--- src/rtl/ps2_scan_receiver_pkg.sv ---
// Shared constants and types for the PS/2 scan-code receiver.
package ps2_pkg;

    localparam logic [7:0] PS2_BREAK = 8'hF0;
    localparam logic [7:0] PS2_EXT   = 8'hE0;

    // Keyboard status/response bytes that never represent a key.
    localparam logic [7:0] PS2_BAT_OK = 8'hAA;
    localparam logic [7:0] PS2_ACK    = 8'hFA;
    localparam logic [7:0] PS2_ECHO   = 8'hEE;
    localparam logic [7:0] PS2_RESEND = 8'hFE;
    localparam logic [7:0] PS2_ERR_LO = 8'h00;
    localparam logic [7:0] PS2_ERR_HI = 8'hFF;

    localparam int PS2_FRAME_BITS = 11;

    typedef enum logic [1:0] {
        IDLE,
        DATA,
        PARITY,
        STOP
    } ps2_state_t;

    function automatic logic is_status(input logic [7:0] b);
        return (b == PS2_BAT_OK) || (b == PS2_ACK) || (b == PS2_ECHO) ||
               (b == PS2_RESEND) || (b == PS2_ERR_LO) || (b == PS2_ERR_HI);
    endfunction

endpackage

--- src/rtl/ps2_scan_receiver_if.sv ---
// Pin-side and key-event signals of the PS/2 receiver, plus its FSM state for observation.
interface ps2_scan_receiver_if;
    import ps2_pkg::*;

    logic       kb_clock;
    logic       kb_data;
    logic [7:0] raw_data;
    logic       code_valid;
    logic       key_down;
    logic       extended;
    logic       frame_error;
    ps2_state_t state;

    // code_valid is a one-cycle strobe with no back-pressure (no ready): key_down and
    // extended are meaningful in that cycle and hold until the next strobe; raw_data
    // is a level that always reflects the currently held make code.
    modport master (
        output kb_clock, kb_data,
        input  raw_data, code_valid, key_down, extended, frame_error, state
    );

    modport slave (
        input  kb_clock, kb_data,
        output raw_data, code_valid, key_down, extended, frame_error, state
    );

endinterface

--- src/rtl/ps2_scan_receiver_sync_edge.sv ---
// Two-flop synchronisers for the PS/2 pins and a falling-edge detector on kb_clock.
module ps2_sync_edge (
    input  logic clock,
    input  logic resetn,
    input  logic kb_clock,
    input  logic kb_data,
    output logic data_sync,
    output logic fall_pulse
);

    // Bits [1:0] form the synchroniser, bit [2] is the previous synchronised value.
    // Reset to 1 (idle bus level) so leaving reset never fakes an edge.
    logic [2:0] clk_sr;
    logic [1:0] dat_sr;

    always_ff @(posedge clock or negedge resetn) begin
        if (!resetn) begin
            clk_sr <= 3'b111;
            dat_sr <= 2'b11;
        end else begin
            clk_sr <= {clk_sr[1:0], kb_clock};
            dat_sr <= {dat_sr[0], kb_data};
        end
    end

    assign data_sync  = dat_sr[1];
    assign fall_pulse = clk_sr[2] & ~clk_sr[1];

endmodule

--- src/rtl/ps2_scan_receiver.sv ---
// PS/2 frame receiver: deserialises frames, resolves F0/E0 prefixes, tracks the held make code.
module ps2_scan_receiver
    import ps2_pkg::*;
#(
    parameter int TIMEOUT_CYCLES = 50000
) (
    input logic               clock,
    input logic               resetn,
    ps2_scan_receiver_if.slave bus
);

    localparam int CW = (TIMEOUT_CYCLES > 2) ? $clog2(TIMEOUT_CYCLES) : 1;
    localparam logic [CW-1:0] TLAST = CW'(TIMEOUT_CYCLES - 1);

    logic data_sync;
    logic fall_pulse;

    ps2_sync_edge u_sync (
        .clock      (clock),
        .resetn     (resetn),
        .kb_clock   (bus.kb_clock),
        .kb_data    (bus.kb_data),
        .data_sync  (data_sync),
        .fall_pulse (fall_pulse)
    );

    ps2_state_t    state;
    logic [2:0]    bitcnt;
    logic [7:0]    shift;
    logic          parity_bit;
    logic          stop_bit;
    logic          frame_done;
    logic [CW-1:0] tcnt;
    logic          break_pending;
    logic          ext_pending;
    logic [7:0]    raw_data;
    logic          code_valid;
    logic          key_down;
    logic          extended;
    logic          frame_error;
    logic          frame_good;

    assign frame_good = stop_bit & (^{shift, parity_bit});

    always_ff @(posedge clock or negedge resetn) begin
        if (!resetn) begin
            state         <= IDLE;
            bitcnt        <= '0;
            shift         <= '0;
            parity_bit    <= 1'b0;
            stop_bit      <= 1'b0;
            frame_done    <= 1'b0;
            tcnt          <= '0;
            break_pending <= 1'b0;
            ext_pending   <= 1'b0;
            raw_data      <= '0;
            code_valid    <= 1'b0;
            key_down      <= 1'b0;
            extended      <= 1'b0;
            frame_error   <= 1'b0;
        end else begin
            code_valid  <= 1'b0;
            frame_error <= 1'b0;
            frame_done  <= 1'b0;

            if (state == IDLE) begin
                tcnt <= '0;
                // A sampled 1 here is a glitch, not a start bit: ignore it silently.
                if (fall_pulse && !data_sync) begin
                    state  <= DATA;
                    bitcnt <= '0;
                end
            end else if (fall_pulse) begin
                tcnt <= '0;
                case (state)
                    DATA: begin
                        shift[bitcnt] <= data_sync;
                        if (bitcnt == 3'd7) state <= PARITY;
                        else                bitcnt <= bitcnt + 3'd1;
                    end
                    PARITY: begin
                        parity_bit <= data_sync;
                        state      <= STOP;
                    end
                    default: begin
                        stop_bit   <= data_sync;
                        frame_done <= 1'b1;
                        state      <= IDLE;
                    end
                endcase
            end else if (tcnt == TLAST) begin
                state         <= IDLE;
                tcnt          <= '0;
                frame_error   <= 1'b1;
                break_pending <= 1'b0;
                ext_pending   <= 1'b0;
            end else begin
                tcnt <= tcnt + CW'(1);
            end

            // Byte decode runs one cycle after the stop edge, always from IDLE.
            if (frame_done) begin
                if (!frame_good) begin
                    frame_error   <= 1'b1;
                    break_pending <= 1'b0;
                    ext_pending   <= 1'b0;
                end else if (shift == PS2_BREAK) begin
                    break_pending <= 1'b1;
                end else if (shift == PS2_EXT) begin
                    ext_pending <= 1'b1;
                end else if (is_status(shift)) begin
                    break_pending <= 1'b0;
                    ext_pending   <= 1'b0;
                end else begin
                    code_valid    <= 1'b1;
                    key_down      <= !break_pending;
                    extended      <= ext_pending;
                    break_pending <= 1'b0;
                    ext_pending   <= 1'b0;
                    // A break only clears raw_data when it releases the key being held.
                    if (!break_pending)       raw_data <= shift;
                    else if (raw_data == shift) raw_data <= 8'h00;
                end
            end
        end
    end

    assign bus.raw_data    = raw_data;
    assign bus.code_valid  = code_valid;
    assign bus.key_down    = key_down;
    assign bus.extended    = extended;
    assign bus.frame_error = frame_error;
    assign bus.state       = state;

endmodule

--- src/flat_wrapper.sv ---
// flat-port wrapper written by rule: the top's interface ports become plain ports
module ps2_scan_receiver_flat import ps2_pkg::*;
#(
    parameter int TIMEOUT_CYCLES = 50000
)
  (clock, resetn, bus_kb_clock, bus_kb_data, bus_raw_data, bus_code_valid, bus_key_down, bus_extended, bus_frame_error, bus_state);
  ps2_scan_receiver_if bus_i ();
  input logic clock;
  input logic resetn;
  input wire logic [$bits(bus_i.kb_clock)-1:0] bus_kb_clock;
  input wire logic [$bits(bus_i.kb_data)-1:0] bus_kb_data;
  output wire logic [$bits(bus_i.raw_data)-1:0] bus_raw_data;
  output wire logic [$bits(bus_i.code_valid)-1:0] bus_code_valid;
  output wire logic [$bits(bus_i.key_down)-1:0] bus_key_down;
  output wire logic [$bits(bus_i.extended)-1:0] bus_extended;
  output wire logic [$bits(bus_i.frame_error)-1:0] bus_frame_error;
  output wire logic [$bits(bus_i.state)-1:0] bus_state;
  assign bus_i.kb_clock = bus_kb_clock;
  assign bus_i.kb_data = bus_kb_data;
  assign bus_raw_data = bus_i.raw_data;
  assign bus_code_valid = bus_i.code_valid;
  assign bus_key_down = bus_i.key_down;
  assign bus_extended = bus_i.extended;
  assign bus_frame_error = bus_i.frame_error;
  assign bus_state = bus_i.state;
  ps2_scan_receiver #(.TIMEOUT_CYCLES(TIMEOUT_CYCLES)) u_core (.clock(clock), .resetn(resetn), .bus(bus_i));
endmodule
--- config.mk ---
export PLATFORM = sky130hd
export DESIGN_NAME = ps2_scan_receiver_flat
export DESIGN_NICKNAME = d
export VERILOG_FILES = /design/src/rtl/ps2_scan_receiver_pkg.sv /design/src/rtl/ps2_scan_receiver_if.sv /design/src/rtl/ps2_scan_receiver_sync_edge.sv /design/src/rtl/ps2_scan_receiver.sv /design/src/flat_wrapper.sv
export SDC_FILE = /design/constraint.sdc
export NUM_CORES = 1
export LEC_CHECK = 0
export ABC_AREA = 0
export CAP_MARGIN = 20
export CORE_MARGIN = 2
export CORE_UTILIZATION = 58
export CTS_CLUSTER_DIAMETER = 150
export CTS_CLUSTER_SIZE = 8
export DETAILED_ROUTE_END_ITERATION = 8
export GPL_ROUTABILITY_DRIVEN = 0
export GPL_TIMING_DRIVEN = 0
export PLACE_DENSITY = 0.83
export SLEW_MARGIN = 20
export SYNTH_ARGS = -nofsm -noshare
export SYNTH_HDL_FRONTEND = slang
export SYNTH_HIERARCHICAL = 1
export SYNTH_SLANG_ARGS = --single-unit
--- constraint.sdc ---
create_clock -name clock -period 2.25 [get_ports clock]
set_input_delay 0.3375 -clock clock [delete_from_list [all_inputs] [get_ports clock]]
set_output_delay 0.3375 -clock clock [all_outputs]
set_load 0.005 [all_outputs]
==> results of run 1 <==
## power breakdown
part           internal, mW  total [mW]  switching (mW)
clock network         0.281       0.565           0.284
registers              1.09        1.25           0.164
logic                 0.752        1.48           0.727
## sequential cells by signal, indices dropped and copies added (netlist names)
register / cells
u_core/break_pending: 1
u_core/bus.frame_error: 1
u_core/shift: 8
u_core/parity_bit: 1
u_core/bus.extended: 1
u_core/frame_done: 1
u_core/u_sync/dat_sr: 2
u_core/tcnt: 16
u_core/bus.code_valid: 1
u_core/stop_bit: 1
u_core/bus.key_down: 1
u_core/ext_pending: 1
u_core/bus.state: 2
u_core/bitcnt: 3
u_core/u_sync/clk_sr: 3
u_core/bus.raw_data: 8
## stage by stage
stage | setup WS [ps] | utilization [%] | cells | power, mW
6_report | 111.2 | 68.97 | 323 | 3.296
5_1_grt | -6.930 | 68.97 | 323 | 3.526
4_1_cts | 17.65 | 68.51 | 325 | 3.305
3_5_place_dp | 76.34 | 65.98 | 316 | 2.719
3_3_place_gp | -541.1 | 65.63 | 315 | 2.658
2_1_floorplan | 282.8 | - | 246 | 2.376
## layer usage
layer	part of all wire, %	wire (um)	up-vias
met5	0	0	-
met4	1.1	48	0
met3	3.1	141	6
met2	49	2220	29
met1	47	2113	843
li1	-	-	888
## cell families after synthesis
kind of cell             after synthesis
AO/OA/AOI/OAI                         19
XOR/XNOR                              28
adder cells (fa/ha/maj)                7
buffers and inverters                 21
flip-flops                            51
multiplexers                          24
AND/OR/NAND/NOR                       96
## critical path: stages (launching register included)
cell	delay, ps
dfstp_2	530
nor2b_4	120
clkbuf_1	270
nor2b_1	280
nand3_1	180
nor3b_1	290
mux2_2	360
## cell type report
type,instances,area share [%]
sequential,51,42.75
multi-input combinational,174,42.67
timing repair buffer,19,6.500
clock buffer,8,3.333
tap,52,2.167
buffer,12,1.708
inverter,7,0.8750
## how the worst min path moves through the flow
stage	startpoint	endpoint	slack (ps)	cells past startpoint
global placement	u_core/u_sync/dat_sr[0]$_DFF_PN1_	u_core/u_sync/dat_sr[1]$_DFF_PN1_	350	0
global route	u_core/u_sync/dat_sr[0]$_DFF_PN1_	u_core/u_sync/dat_sr[1]$_DFF_PN1_	370	0
floorplan	resetn	u_core/bitcnt[0]$_DFFE_PN0P_	40	0
detailed placement	resetn	u_core/bus.raw_data[6]$_DFFE_PN0P_	320	1
CTS	u_core/u_sync/dat_sr[0]$_DFF_PN1_	u_core/u_sync/dat_sr[1]$_DFF_PN1_	360	0
finish	u_core/u_sync/dat_sr[0]$_DFF_PN1_	u_core/u_sync/dat_sr[1]$_DFF_PN1_	360	0
## cells in the mapped netlist (2+ instances only)
library cell and instances:
a21oi_1 4, a22oi_1 3, a32oi_1 2, and4_1 2, buf_2 4, clkbuf_1 8
dfrtp_1 46, dfstp_2 5, ha_1 7, inv_1 7, mux2_2 19, mux2i_1 4
nand2_1 23, nand3_1 11, nand3b_1 2, nand4_1 6, nor2_1 25, nor2b_1 8
nor3_1 7, nor3b_1 2, nor4_1 3, o21ai_0 6, xnor2_1 16, xor2_1 10
## timing repair
action                                  in CTS  in global routing
buffers inserted                             0                  0
hold buffers                                 1                  0
resized for setup                            0                  4
endpoints found under the setup margin       0                 21
hold endpoints to repair                    18                  0
==> metrics.txt, run 1 <==
DRC=0; Num CTS Buffers=5; Post-Synth Adder-Cell Area=3.340%; port bufs=17; post-synthesis xor/xnor area fraction=10.50%; required time worst endpoint=2450 ps; Netlist cell types=40; Net Count, Synth=257; Hold/Removal Path Class=flop to flop; Top Usage Layer GRT=met2; cell area after layout=0.003003 sq mm; Final period util=95.06%; cells taking the most area after synthesis=dfrtp_1 44%, mux2_2 8.2%, xnor2_1 5.3%, dfstp_2 5.0%, nor2_1 3.6%; layout cells sized above 1=between 10% and 20%; drt first-iter violations=105; Pre-antenna DRT Iters=4; CTS tree=built; Cells after Synth=246; Crit Path Max Fanout=8; # fillers=~330; Clock Pin Slew Worst Setup and Hold Paths=90 ps; DP Wirelength=between 3000 and 4000 um; Worst Hold Margin=between 300 and 400 ps; R2R depth=6; CP arrival=2330 ps; GRT met2 Usage=between 30% and 40%; warnings from Yosys=6; Crit Path Category=flop to flop; status=complete, no violations; post-route minimum period=between 2000 and 2500 ps; most common cell after layout, fill and taps aside=dfrtp_1; clock root buffer=clkbuf_8; Placement Cell Area=around 0.0029 sq mm; PwrDens=1097 mW/mm^2; largest area contributor in the synthesized netlist=dfrtp_1; routed wire length per instance=14.01 um; syn_area_per_cell=roughly 11 sq um; largest family of logic cells by synthesized area=simple AND/OR/NAND/NOR gates; Leak=1.330 nW; gr usage total=19.61%; CTS Buffer Depth=2; setup TNS=0 ps; Fmax achieved=467.5 MHz; total gr overflow=0; crit path capture=u_core/shift[3]$_DFFE_PN0P_; CP startpoint kind=flop; total of max-cap violations=0; clk_skew=3.259 ps; asr flop ratio synth=between 90% and 100%; drt via density=5.467; post-synthesis simple-gate area fraction=a little under a fifth; met3 Usage GRT=3.938%; Synth Area in Compound Gates=under 10%; Least-Margin Pin Slew=~470 ps; Skew-Pair Late Insertion Delay=300 ps; share of the synthesized area in the top cell type=a little over two fifths; number of I/O pins=18; area delta synth->final=14.50%; routed vias=1766; VDD IR-drop max=0.7960 mV; CP startpoint=u_core/u_sync/clk_sr[2]$_DFF_PN1_; Most used DFF post-synth=dfrtp_1; mux cell area share after synthesis=approximately a tenth; Total Wirelength=around 4500 um; first-pass GRT wire length=roughly 7800 um; Initial Util=roughly three fifths; slack of the worst reg-to-reg path=110 ps; CTS H-tree lvls=2; worst r2r src=u_core/u_sync/clk_sr[2]$_DFF_PN1_; final hold vios=0; post-synthesis sequential area ratio=around 49%; multi-input logic area=0.001281 sq mm; nets=about 280; relative slew slack=68.61%; die width=71.24 um; clock sink total=51; Inserted Diodes=0; remaining antenna violation count after routing=0; max-slew violation count=0; Die ar.=0.005075 sq mm; Chip Height=71.24 um; Post-synth EDFFs=0; Synth Cell Area=0.002623 sq mm; most frequent cells in the layout=45 x dfrtp_1, 25 x nor2_1, 23 x nand2_1, 19 x mux2_2; GR Util met1=26.16%; initial antenna violation count=0; FP Rows=24; end of the worst register-to-register path=u_core/shift[3]$_DFFE_PN0P_; Seq. cell area=0.001284 sq mm; crit end category=flop; endpoints failing setup=0; flops & latches, synth=51; core area=between 0.004 and 0.005 sq mm; largest net degree at the start of global routing=34; vias in the first global route=around 1700
(Power assumes the default switching activity.)
==> inputs of run 2 (changes only) <==
--- a/config.mk
+++ b/config.mk
@@ -6,7 +6,7 @@
 export NUM_CORES = 1
 export LEC_CHECK = 0
 export ABC_AREA = 0
-export CAP_MARGIN = 20
+export CAP_MARGIN = 10
 export CORE_MARGIN = 2
 export CORE_UTILIZATION = 58
 export CTS_CLUSTER_DIAMETER = 150
==> constraint.sdc (replaced) <==
create_clock -name clock -period 2.3 [get_ports clock]
set_input_delay 0.345 -clock clock [delete_from_list [all_inputs] [get_ports clock]]
set_output_delay 0.345 -clock clock [all_outputs]
set_load 0.005 [all_outputs]
==> metrics.txt, run 2 (synthesized netlist as in run 1, its figures left out) <==
status=complete, no violations; port bufs=17; most frequent cells in the layout=46 x dfrtp_1, 25 x nor2_1, 23 x nand2_1, 19 x mux2_2; VDD IR-drop max=0.7394 mV; area delta synth->final=13.98%; Hold/Removal Path Class=flop to flop; required time worst endpoint=2490 ps; Total Wirelength=4471 um; Final Util=between 60% and 70%; initial antenna violation count=0; Skew-Pair Late Insertion Delay=~300 ps; final hold vios=0; Initial Util=between 60% and 70%; Metal-1 WL=about 2000 um; Crit Path Category=flop to flop; nets=283; Top reg by flops=u_core/tcnt; FP Rows=24; clock sink total=slightly above 50; PwrDens=1071 mW/mm^2; Fmax achieved=463.4 MHz; total of max-cap violations=0; DRC=0; Inserted Diodes=0; CTS H-tree lvls=2; Clock Pin Slew Worst Setup and Hold Paths=roughly 80 ps; DP Wirelength=3204 um; endpoints failing setup=0; Chip Height=71.24 um; Pre-antenna DRT Iters=4; largest net degree at the start of global routing=34; remaining antenna violation count after routing=0; vias in the first global route=1685; number of I/O pins=18; drt via density=5.508; first-pass GRT wire length=7810 um; RSZ-0062 raised after global routing=false; most common cell after layout, fill and taps aside=dfrtp_1; post-route minimum period=2158 ps; Seq. cell area=0.001282 sq mm; setup repair bufs after CTS=0; core area=0.004354 sq mm; CTS tree=built; Num CTS Buffers=5; routed vias=1790; Top Layer Used=met4; clk_skew=2.446 ps; met2 WL=2235 um; drt first-iter violations=108; Die ar.=~0.0051 sq mm; relative slew slack=68.67%; Leak=about 1.3 nW; Largest register FFs=16; # fillers=332; Crit Path Max Fanout=9; Least-Margin Pin Slew=~470 ps; die width=71.24 um; met3 wire len=~170 um; CP startpoint kind=flop; clock root buffer=clkbuf_8; Final period util=93.83%; multi-input logic area=0.001261 sq mm; gr usage total=roughly a fifth; Top Registers=u_core/tcnt x16, u_core/bus.raw_data x8, u_core/shift x8; Worst Hold Margin=359.1 ps; total gr overflow=0; CTS Buffer Depth=2; max-slew violation count=0; CP arrival=roughly 2400 ps; crit end category=flop; routed wire length per instance=13.76 um; layout cells sized above 1=between 10% and 20%
run 2: changes by cell type in the layout (fill, tap and decap cells not counted):
cell,change
clkbuf_1,+2
nor4_4,-1
nor4_2,+1
o311a_4,-1
dfrtp_2,-1
dfrtp_1,+1
o311a_1,+1
run 2: final timing paths:
check | from | endpoint | slack, ps | depth (start not counted)
min reg2reg | u_core/u_sync/dat_sr[0]$_DFF_PN1_ | u_core/u_sync/dat_sr[1]$_DFF_PN1_ | 360 | 0
max in group asynchronous | resetn | u_core/u_sync/dat_sr[0]$_DFF_PN1_ | 1180 | 3
max | u_core/shift[4]$_DFFE_PN0P_ | u_core/bus.raw_data[3]$_DFFE_PN0P_ | 140 | 6
max reg2reg | u_core/shift[4]$_DFFE_PN0P_ | u_core/bus.raw_data[3]$_DFFE_PN0P_ | 140 | 6
min in group asynchronous | resetn | u_core/bus.raw_data[6]$_DFFE_PN0P_ | 520 | 2
min | u_core/u_sync/dat_sr[0]$_DFF_PN1_ | u_core/u_sync/dat_sr[1]$_DFF_PN1_ | 360 | 0
run 2: repair_timing:
action,4_1_cts,5_1_grt
hold buffers,1,0
hold endpoints to repair,4,0
gates resized for setup,0,1
endpoints found under the setup margin,0,4
run 2: per-stage QoR:
stage	area (sq um)	setup WS, ps	cells	TNS [ps]	power [mW]
global placement	2858	-498.6	315	-22830	2.601
floorplan	2623	332.8	246	0	2.325
CTS	2983	67.65	325	0	3.233
finish	2989	142.0	325	0	3.202
global route	2989	8.003	325	0	3.433
detailed placement	2873	126.3	316	0	2.660
run 2: area by class of cell:
| class | instances | area share [%] |
|---|---|---|
| sequential | 51 | 42.90 |
| multi-input combinational | 174 | 42.19 |
| timing repair buffer | 19 | 6.530 |
| clock buffer | 8 | 3.349 |
| tap | 52 | 2.177 |
| buffer | 14 | 1.967 |
| inverter | 7 | 0.8790 |
run 2: routing by layer:
metal	global-route usage, %	vias up
met1	26.16	856
met4	7.547	0
met2	31.89	38
met3	3.938	8
met5	0	-
li1	-	888
run 2: where the power goes:
part           internal, mW  total, mW  leakage (nW)  switching (mW)
Sequential             1.06       1.19         0.678           0.128
Combinational         0.729       1.46         0.601           0.735
Clock                 0.275      0.548        0.0515           0.274
Total                  2.07       3.20          1.33            1.14
run 2: worst max-delay path, cell delays in order, from the launching register on:
cell	delay [ps]
dfrtp_1	350
clkbuf_1	330
xor3_1	340
or2_0	280
mux2i_4	250
nand3_4	180
mux2_2	320
